[src/rtl/seg_595_scan.sv]
// -----------------------------------------------------------------------------
// seg_595_scan
//   Shows an 8-bit unsigned value (000..255) in decimal on a 6-digit
//   common-anode seven-segment display. The display is driven through a
//   74HC595 shift-register chain.
//   A sequential double-dabble converter turns the value into BCD. A scan
//   counter steps through the digits, one per dwell period. At each step a
//   14-bit {seg,sel} frame is shifted out LSB first and then latched.
//
// Parameters
//   CNT_SCAN_MAX : digit dwell time minus 1, in sys_clk cycles (must be >= 63)
//
// Ports
//   sys_clk   in   system clock
//   sys_rst_n in   asynchronous reset, active low
//   data      in   [7:0] value to display
//   seg_en    in   display enable (1 = on)
//   ds        out  595 serial data
//   shcp      out  595 shift clock
//   stcp      out  595 storage/latch clock
//   oe        out  595 output enable, active low
//
// Configuration macro
//   SEG_BLANK_EN : when defined, leading zeros on hundreds/tens are blanked.
// -----------------------------------------------------------------------------
module seg_595_scan #(
  parameter logic [15:0] CNT_SCAN_MAX = 16'd49_999
) (
  input  logic       sys_clk,
  input  logic       sys_rst_n,
  input  logic [7:0] data,
  input  logic       seg_en,
  output logic       ds,
  output logic       shcp,
  output logic       stcp,
  output logic       oe
);

  typedef enum logic {
    CONV_IDLE,
    CONV_RUN
  } conv_state_t;

  typedef enum logic [1:0] {
    SH_IDLE,
    SH_SHIFT,
    SH_LATCH
  } sh_state_t;

  // One double-dabble step: add 3 to every BCD nibble >= 5, then shift left.
  function automatic logic [19:0] dabble_step(input logic [19:0] v);
    logic [19:0] t;
    t = v;
    if (t[11:8] >= 4'd5)   t[11:8]  = t[11:8]  + 4'd3;
    if (t[15:12] >= 4'd5)  t[15:12] = t[15:12] + 4'd3;
    if (t[19:16] >= 4'd5)  t[19:16] = t[19:16] + 4'd3;
    return {t[18:0], 1'b0};
  endfunction

  // Active-low segment pattern {dp,g..a}; dp is always off.
  function automatic logic [7:0] seg_code(input logic [3:0] d);
    logic [7:0] s;
    case (d)
      4'd0:    s = 8'hC0;
      4'd1:    s = 8'hF9;
      4'd2:    s = 8'hA4;
      4'd3:    s = 8'hB0;
      4'd4:    s = 8'h99;
      4'd5:    s = 8'h92;
      4'd6:    s = 8'h82;
      4'd7:    s = 8'hF8;
      4'd8:    s = 8'h80;
      4'd9:    s = 8'h90;
      default: s = 8'hFF;
    endcase
    return s;
  endfunction

  // ---------------------------------------------------------------------------
  // State
  // ---------------------------------------------------------------------------
  conv_state_t conv_state_q, conv_state_d;
  logic [7:0]  last_data_q, last_data_d;
  logic [19:0] sr_q, sr_d;
  logic [3:0]  iter_q, iter_d;
  logic [3:0]  hund_q, hund_d;
  logic [3:0]  tens_q, tens_d;
  logic [3:0]  units_q, units_d;

  logic [15:0] cnt_q, cnt_d;
  logic [2:0]  idx_q, idx_d;
  logic        tick;

  sh_state_t   sh_state_q, sh_state_d;
  logic [13:0] frame_q, frame_d;
  logic [3:0]  bit_q, bit_d;
  logic [1:0]  phase_q, phase_d;
  logic        latch_q, latch_d;

  logic        ds_q, ds_d;
  logic        shcp_q, shcp_d;
  logic        stcp_q, stcp_d;
  logic        oe_q, oe_d;

  logic        blank_hund;
  logic        blank_tens;
  logic [7:0]  seg_cur;
  logic [5:0]  sel_cur;

  // ---------------------------------------------------------------------------
  // BCD converter. A new value is sampled only while idle. After the load
  // cycle come 8 dabble cycles and one commit cycle, so a value change shows
  // up in the digit registers 10 cycles later. Changes seen mid-conversion are
  // picked up on the next idle cycle, because last_data still differs.
  // ---------------------------------------------------------------------------
  always_comb begin
    conv_state_d = conv_state_q;
    last_data_d  = last_data_q;
    sr_d         = sr_q;
    iter_d       = iter_q;
    hund_d       = hund_q;
    tens_d       = tens_q;
    units_d      = units_q;
    case (conv_state_q)
      CONV_IDLE: begin
        if (data != last_data_q) begin
          last_data_d  = data;
          sr_d         = {12'd0, data};
          iter_d       = 4'd0;
          conv_state_d = CONV_RUN;
        end
      end
      CONV_RUN: begin
        if (iter_q == 4'd8) begin
          hund_d       = sr_q[19:16];
          tens_d       = sr_q[15:12];
          units_d      = sr_q[11:8];
          conv_state_d = CONV_IDLE;
        end else begin
          sr_d   = dabble_step(sr_q);
          iter_d = iter_q + 4'd1;
        end
      end
      default: conv_state_d = CONV_IDLE;
    endcase
  end

  // ---------------------------------------------------------------------------
  // Scan counter and digit index. The frame started by a tick uses the index
  // from before the tick, so the first frame after reset is digit 0.
  // ---------------------------------------------------------------------------
  always_comb begin
    tick  = (cnt_q == CNT_SCAN_MAX);
    cnt_d = tick ? 16'd0 : cnt_q + 16'd1;
    idx_d = idx_q;
    if (tick) begin
      idx_d = (idx_q == 3'd5) ? 3'd0 : idx_q + 3'd1;
    end
  end

  // Leading-zero blanking only matters when the macro is defined.
  always_comb begin
`ifdef SEG_BLANK_EN
    blank_hund = (hund_q == 4'd0);
    blank_tens = (hund_q == 4'd0) && (tens_q == 4'd0);
`else
    blank_hund = 1'b0;
    blank_tens = 1'b0;
`endif
  end

  // Segment pattern and one-hot select for the digit currently addressed.
  always_comb begin
    sel_cur = 6'b000001 << idx_q;
    case (idx_q)
      3'd0:    seg_cur = seg_code(units_q);
      3'd1:    seg_cur = blank_tens ? 8'hFF : seg_code(tens_q);
      3'd2:    seg_cur = blank_hund ? 8'hFF : seg_code(hund_q);
      default: seg_cur = 8'hFF;
    endcase
  end

  // ---------------------------------------------------------------------------
  // Shift engine. Each bit occupies four phases, and shcp is high in phases 2
  // and 3. The output registers are computed from the next-state values. This
  // keeps ds/shcp/stcp aligned with the state registers while staying
  // registered.
  // ---------------------------------------------------------------------------
  always_comb begin
    sh_state_d = sh_state_q;
    frame_d    = frame_q;
    bit_d      = bit_q;
    phase_d    = phase_q;
    latch_d    = latch_q;
    case (sh_state_q)
      SH_IDLE: begin
        if (tick) begin
          frame_d    = {seg_cur, sel_cur};
          bit_d      = 4'd0;
          phase_d    = 2'd0;
          sh_state_d = SH_SHIFT;
        end
      end
      SH_SHIFT: begin
        phase_d = phase_q + 2'd1;
        if (phase_q == 2'd3) begin
          if (bit_q == 4'd13) begin
            latch_d    = 1'b0;
            sh_state_d = SH_LATCH;
          end else begin
            bit_d   = bit_q + 4'd1;
            frame_d = {1'b0, frame_q[13:1]};
          end
        end
      end
      SH_LATCH: begin
        if (latch_q) begin
          sh_state_d = SH_IDLE;
        end else begin
          latch_d = 1'b1;
        end
      end
      default: sh_state_d = SH_IDLE;
    endcase

    ds_d   = (sh_state_d == SH_SHIFT) ? frame_d[0] : 1'b0;
    shcp_d = (sh_state_d == SH_SHIFT) && phase_d[1];
    stcp_d = (sh_state_d == SH_LATCH);
    oe_d   = ~seg_en;
  end

  // ---------------------------------------------------------------------------
  // Registers. Reset aborts any frame in flight, so no latch pulse is issued.
  // ---------------------------------------------------------------------------
  always_ff @(posedge sys_clk or negedge sys_rst_n) begin
    if (!sys_rst_n) begin
      conv_state_q <= CONV_IDLE;
      last_data_q  <= 8'd0;
      sr_q         <= 20'd0;
      iter_q       <= 4'd0;
      hund_q       <= 4'd0;
      tens_q       <= 4'd0;
      units_q      <= 4'd0;
      cnt_q        <= 16'd0;
      idx_q        <= 3'd0;
      sh_state_q   <= SH_IDLE;
      frame_q      <= 14'd0;
      bit_q        <= 4'd0;
      phase_q      <= 2'd0;
      latch_q      <= 1'b0;
      ds_q         <= 1'b0;
      shcp_q       <= 1'b0;
      stcp_q       <= 1'b0;
      oe_q         <= 1'b1;
    end else begin
      conv_state_q <= conv_state_d;
      last_data_q  <= last_data_d;
      sr_q         <= sr_d;
      iter_q       <= iter_d;
      hund_q       <= hund_d;
      tens_q       <= tens_d;
      units_q      <= units_d;
      cnt_q        <= cnt_d;
      idx_q        <= idx_d;
      sh_state_q   <= sh_state_d;
      frame_q      <= frame_d;
      bit_q        <= bit_d;
      phase_q      <= phase_d;
      latch_q      <= latch_d;
      ds_q         <= ds_d;
      shcp_q       <= shcp_d;
      stcp_q       <= stcp_d;
      oe_q         <= oe_d;
    end
  end

  assign ds   = ds_q;
  assign shcp = shcp_q;
  assign stcp = stcp_q;
  assign oe   = oe_q;

endmodule
[config.mk]
export PLATFORM = sky130hd
export DESIGN_NAME = seg_595_scan
export DESIGN_NICKNAME = d
export VERILOG_FILES = /design/src/rtl/seg_595_scan.sv
export SDC_FILE = /design/constraint.sdc
export NUM_CORES = 1
export LEC_CHECK = 0
export ABC_AREA = 1
export BUFFER_PORTS_ARGS = -buffer_cell sky130_fd_sc_hd__buf_2
export CORE_UTILIZATION = 64
export CTS_BUF_LIST = sky130_fd_sc_hd__clkbuf_2
export DETAILED_ROUTE_END_ITERATION = 8
export GPL_ROUTABILITY_DRIVEN = 0
export PLACE_DENSITY_LB_ADDON = 0.2
export RECOVER_POWER = 50
export SLEW_MARGIN = 20
export SYNTH_ARGS = -nofsm -noshare
export SYNTH_HDL_FRONTEND = slang
export SYNTH_SLANG_ARGS = --single-unit
[constraint.sdc]
create_clock -name sys_clk -period 1.8 [get_ports sys_clk]
set_input_delay 0.09 -clock sys_clk [delete_from_list [all_inputs] [get_ports sys_clk]]
set_output_delay 0.09 -clock sys_clk [all_outputs]
set_load 0.05 [all_outputs]
Word level (Yosys, flattened, before mapping)

Memories as Yosys holds them, arrays and structs flattened.
Index checks and enable logic that the tools add are counted.

Output and inout port bits: 4
Memories: 3
Memory bits (read-only): 336
Logic and storage cells: 100
Register bits after elaboration: 91
Input bits: 11

Shift-type cells: 1
Mux-type cells: 34
Eq/ne operators: 18
Reductions and logical operators: 11
Magnitude comparators: 3
Bitwise logic cells: 2
$add $sub $neg: 8

Memories:

| memory          | depth | bits a word | rd ports | clocked after memory_dff | wr ports | line | RTL |
|---|---|---|---|---|---|---|---|
| (no name shown) | 16    | 7           | 1        | 0                        | 0        | 63   | `case (d)` |
| (no name shown) | 16    | 7           | 1        | 0                        | 0        | 63   |  |
| (no name shown) | 16    | 7           | 1        | 0                        | 0        | 63   |  |

Operators with widths:

| kind                  | count |
|---|---|
| $mux 14               | 3 |
| $mux 20               | 2 |
| $pmux 20 s2           | 1 |
| $mux 4                | 7 |
| $pmux 14 s2           | 1 |
| $pmux 8 s3            | 1 |
| $add 16x1->16 const B | 1 |
| $eq 16x16->1 const B  | 1 |
| $mux 16               | 1 |
| $pmux 4 s2            | 2 |
| $ge 4x3->1 const B    | 3 |
| $ne 2x2->1 const B    | 6 |
| $mux 2                | 5 |
| $add 4x1->4 const B   | 2 |
| $add 4x2->4 const B   | 2 |
| $eq 4x4->1 const B    | 2 |
| $ne 8x8->1            | 1 |
| $reduce_and 2->1      | 4 |
| $eq 2x2->1 const B    | 3 |
| $mux 3                | 2 |
| $pmux 2 s3            | 1 |
| $shl 1x3->6 const A   | 1 |
| $mux 1                | 5 |
| $eq 2x1->1 const B    | 2 |
| 15 further kinds      | 18 |

Depth between registers and ports, before layout

Depth in word-level cells: 6
Depth in mapped cells: 11
Depth with buffers taken out: 11

Worst setup path before layout

No wires, ideal clock.

Kind: register to register
Start point: register cnt_q[0]
End point: register frame_q[10]
Period minus slack after synthesis: 1.464 ns
Required time: 1.671 ns
Cell stages (with the launch flop): 10
Setup time: 0.129 ns
Arrival time: 1.334 ns
Path buffers: 1
Path slack: 0.336 ns
Cells stage by stage: dfrtp_1 -> ha_1 -> nand3_2 -> nor2_2 -> nand2_4 -> nand2_4 -> nand2_4 -> buf_6 -> nand2_2 -> nand3_1

Cells in the longest elaborated chain, start to end: 3

Ends and longest elaborated chain:

| element                           | line | RTL |
|---|---|---|
| from (decl)                       | 90   | `logic [15:0] cnt_q, cnt_d;` |
| from (signal assigned)            | 263  | `cnt_q <= cnt_d;` |
| $eq 16x16->1                      | 153  | `tick = (cnt_q == CNT_SCAN_MAX);` |
| $ne 2x2->1 (no source line)       | --   |  |
| $reduce_and 4->1 (no source line) | --   |  |
| to (signal assigned)              | 266  | `frame_q <= frame_d;` |
| to (decl)                         | 95   | `logic [13:0] frame_q, frame_d;` |

No other way between the ends.
A chain may end at the register's enable or synchronous reset.

Worst setup path after layout

Start point: register cnt_q[0]
End point: register idx_q[2]

Cells in the longest elaborated chain, start to end: 1

Ends and longest elaborated chain:

| element              | line | RTL |
|---|---|---|
| $eq 16x16->1         | 153  |  |
| to (signal assigned) | 264  | `idx_q <= idx_d;` |
| to (decl)            | 91   | `logic [2:0] idx_q, idx_d;` |

No other way between the ends.

==> results.json <==
{
  "status": "finished clean",
  "drtPass1Iterations": 4,
  "place_hpwl_um": 7570,
  "slew_viol_final": 0,
  "p_total_mw": 6.92,
  "tns_ps": 0,
  "numCtsBuffers": 9,
  "layout.nets": 758,
  "cts_max_level": 3,
  "placed_area_um2": 5470,
  "die_h_um": 92.4,
  "cp_data_arrival_time_ps": 2070,
  "leakagePower_nw": 3.05,
  "synthArstFlopShare_pct": 100,
  "ys_ff_latch": 91,
  "p_per_area_nw_per_um2": 1210,
  "ir_drop_mv": 0.842,
  "clockBufferDepth": 2,
  "slew_headroom_pct": 55.6,
  "grt_overflow": 0,
  "fmaxAchievable_ghz": 0.602,
  "insertion_delay_ps": 550,
  "dieWidth_um": 92.4,
  "clockRootBuffer": "clkbuf_2",
  "vias": 4347,
  "maxCapViolCount": 0,
  "syn_area_um2": 5230,
  "rows": 32,
  "rsz0062_at_grt": "false",
  "synth_ff_type": "dfrtp_1",
  "fp.coreArea_um2": 7810,
  "grt_pass1_wl_um": 17800,
  "end_kind": "register",
  "cts_tree": "yes",
  "skew_ps": 45.5,
  "synth_cell_types": 34,
  "worst_slack_ps": 138,
  "final_area_um2": 5700,
  "syn_nets": 725,
  "drt-initial-drc-count": 215,
  "critPathLaunchType": "register",
  "start_util_pct": 67.0,
  "cts_num_sinks": 91,
  "tightest_slew_ps": 665,
  "wl_per_cell_um": 12.7,
  "yosysSeqAreaShare_pct": 43.6,
  "viasPerCell": 5.29,
  "cts_setup_buffers": 0,
  "numPortBuffers": 14,
  "grt_usage_pct": 26.4,
  "dieArea_um2": 8530,
  "synth_edf_count": 0,
  "path_clk_slew_ps": 250,
  "drc": 0,
  "hold_viol": 0,
  "ios": 15,
  "antenna_found_initial": 0,
  "grt_pass1_vias": 4122,
  "synthCells": 683,
  "syn_avg_cell_area_um2": 7.65,
  "drive_gt1_share_pct": 8.75,
  "critical_path.max_fanout": 10,
  "ant_nets": 0,
  "crit_type": "register to register",
  "grt_max_degree": 46,
  "yosys_warnings": 0,
  "period_minus_slack_ps": 1660,
  "place_ws_ps": 190,
  "layout_common_cells": "198 x nand2_1, 90 x dfrtp_1, 83 x inv_1, 66 x nor2_1, 57 x nand3_1",
  "final_common_cell": "nand2_1",
  "antenna_cells": 0,
  "post-route-util_pct": 73.0,
  "required_ps": 2210,
  "min_path_type": "primary input to register",
  "drt_wl_total_um": 10500,
  "area_growth_pct": 9.07,
  "final-setup-viol-count": 0,
  "fin_crit_sh_pct": 92.3
}
sequential cells by signal, summed over array words and instances (netlist names):
| signal | count |
|---|---|
| hund_q | 4 |
| last_data_q | 8 |
| phase_q | 2 |
| iter_q | 4 |
| sh_state_q | 2 |
| conv_state_q | 1 |
| units_q | 4 |
| oe | 1 |
| idx_q | 3 |
| stcp | 1 |
| frame_q | 14 |
| cnt_q | 16 |
| shcp | 1 |
| latch_q | 1 |
| ds | 1 |
| bit_q | 4 |
| tens_q | 4 |
| sr_q | 20 |
cells by family after synthesis:
group	after synthesis	synth area share [%]
AO/OA/AOI/OAI	76	7.76
XOR/XNOR	23	3.85
adder cells (fa/ha/maj)	31	7.42
AND/OR/NAND/NOR	358	29.5
buffers and inverters	103	7.73
multiplexers	1	0.191
flip-flops	91	43.6
worst max-delay path: stages, from the launching register on:
cell      delay (ps)
dfrtp_1          460
ha_1             260
nand3_2          140
nor2_1            60
nand2_1           60
clkinv_1         270
nand3b_1         190
o21ai_0          100
cells in the mapped netlist, types with 2 or more instances:
cell type	count	share of area, %
o32ai_1	2	0.34
ha_1	31	7.4
nand3_1	57	5.5
buf_2	7	0.67
a21oi_1	18	1.7
nand2_2	8	0.96
clkbuf_1	8	0.57
nor3_1	6	0.57
dfrtp_1	90	43
o21ai_0	47	4.5
nand2_1	198	14
nor2_1	66	4.7
o21ai_1	2	0.19
nand3b_1	4	0.57
nand2_4	3	0.65
nand4_1	6	0.72
inv_1	83	6.0
nand3_2	3	0.57
o211ai_1	4	0.57
nor4_1	2	0.24
xor2_1	15	2.5
clkinv_1	2	0.14
xnor2_1	8	1.3
nor2_2	3	0.36
layout make-up:
class                   count  area [um2]
multi-input cells         489        2550
flip-flops and latches     91        2280
fillers                   626        2110
inverters                  87         328
repair buffers             38         284
well taps                 102         128
clock inverters             6        88.8
clock buffers               9        45.0
power breakdown:
part           internal [mW]  switching [mW]  total (mW)
clock                  0.454           0.692        1.15
sequential              2.51           0.478        2.99
combinational           1.10            1.68        2.78
path summary, 6_finish.rpt:
path                       startpoint  endpoint  slack [ps]  cells after the start
hold reg to reg              cnt_q[0]  cnt_q[0]         500                      1
setup reg to reg             cnt_q[0]  idx_q[2]         140                      7
max in group asynchronous   sys_rst_n  idx_q[2]         390                      4
min in group asynchronous   sys_rst_n  sr_q[12]         850                      4
hold / removal                 seg_en        oe         130                      3
setup / recovery             cnt_q[0]  idx_q[2]         140                      7
stage by stage:
| step | instances | hold slack (ps) |
|---|---|---|
| 2_1_floorplan | 683 | -206 |
| 3_3_place_gp | 795 | 32.6 |
| 3_5_place_dp | 795 | 39.9 |
| 4_1_cts | 822 | 79.7 |
| 5_1_grt | 822 | 86.8 |
| 6_report | 822 | 129 |
layer usage:
layer | track usage, % | part of all wire, % | vias up
met5 | 0 | 0 | -
met4 | 7.94 | 2.1 | 0
met3 | 4.93 | 2.8 | 22
met2 | 47.1 | 50 | 73
met1 | 32.3 | 45 | 2035
li1 | - | - | 2217
what timing repair did:
action,in CTS,in global routing
endpoints found under the setup margin,0,1
hold buffers,12,0
gates resized for setup,0,1
hold endpoints to repair,107,0
Power figures use the tool's default switching activity.
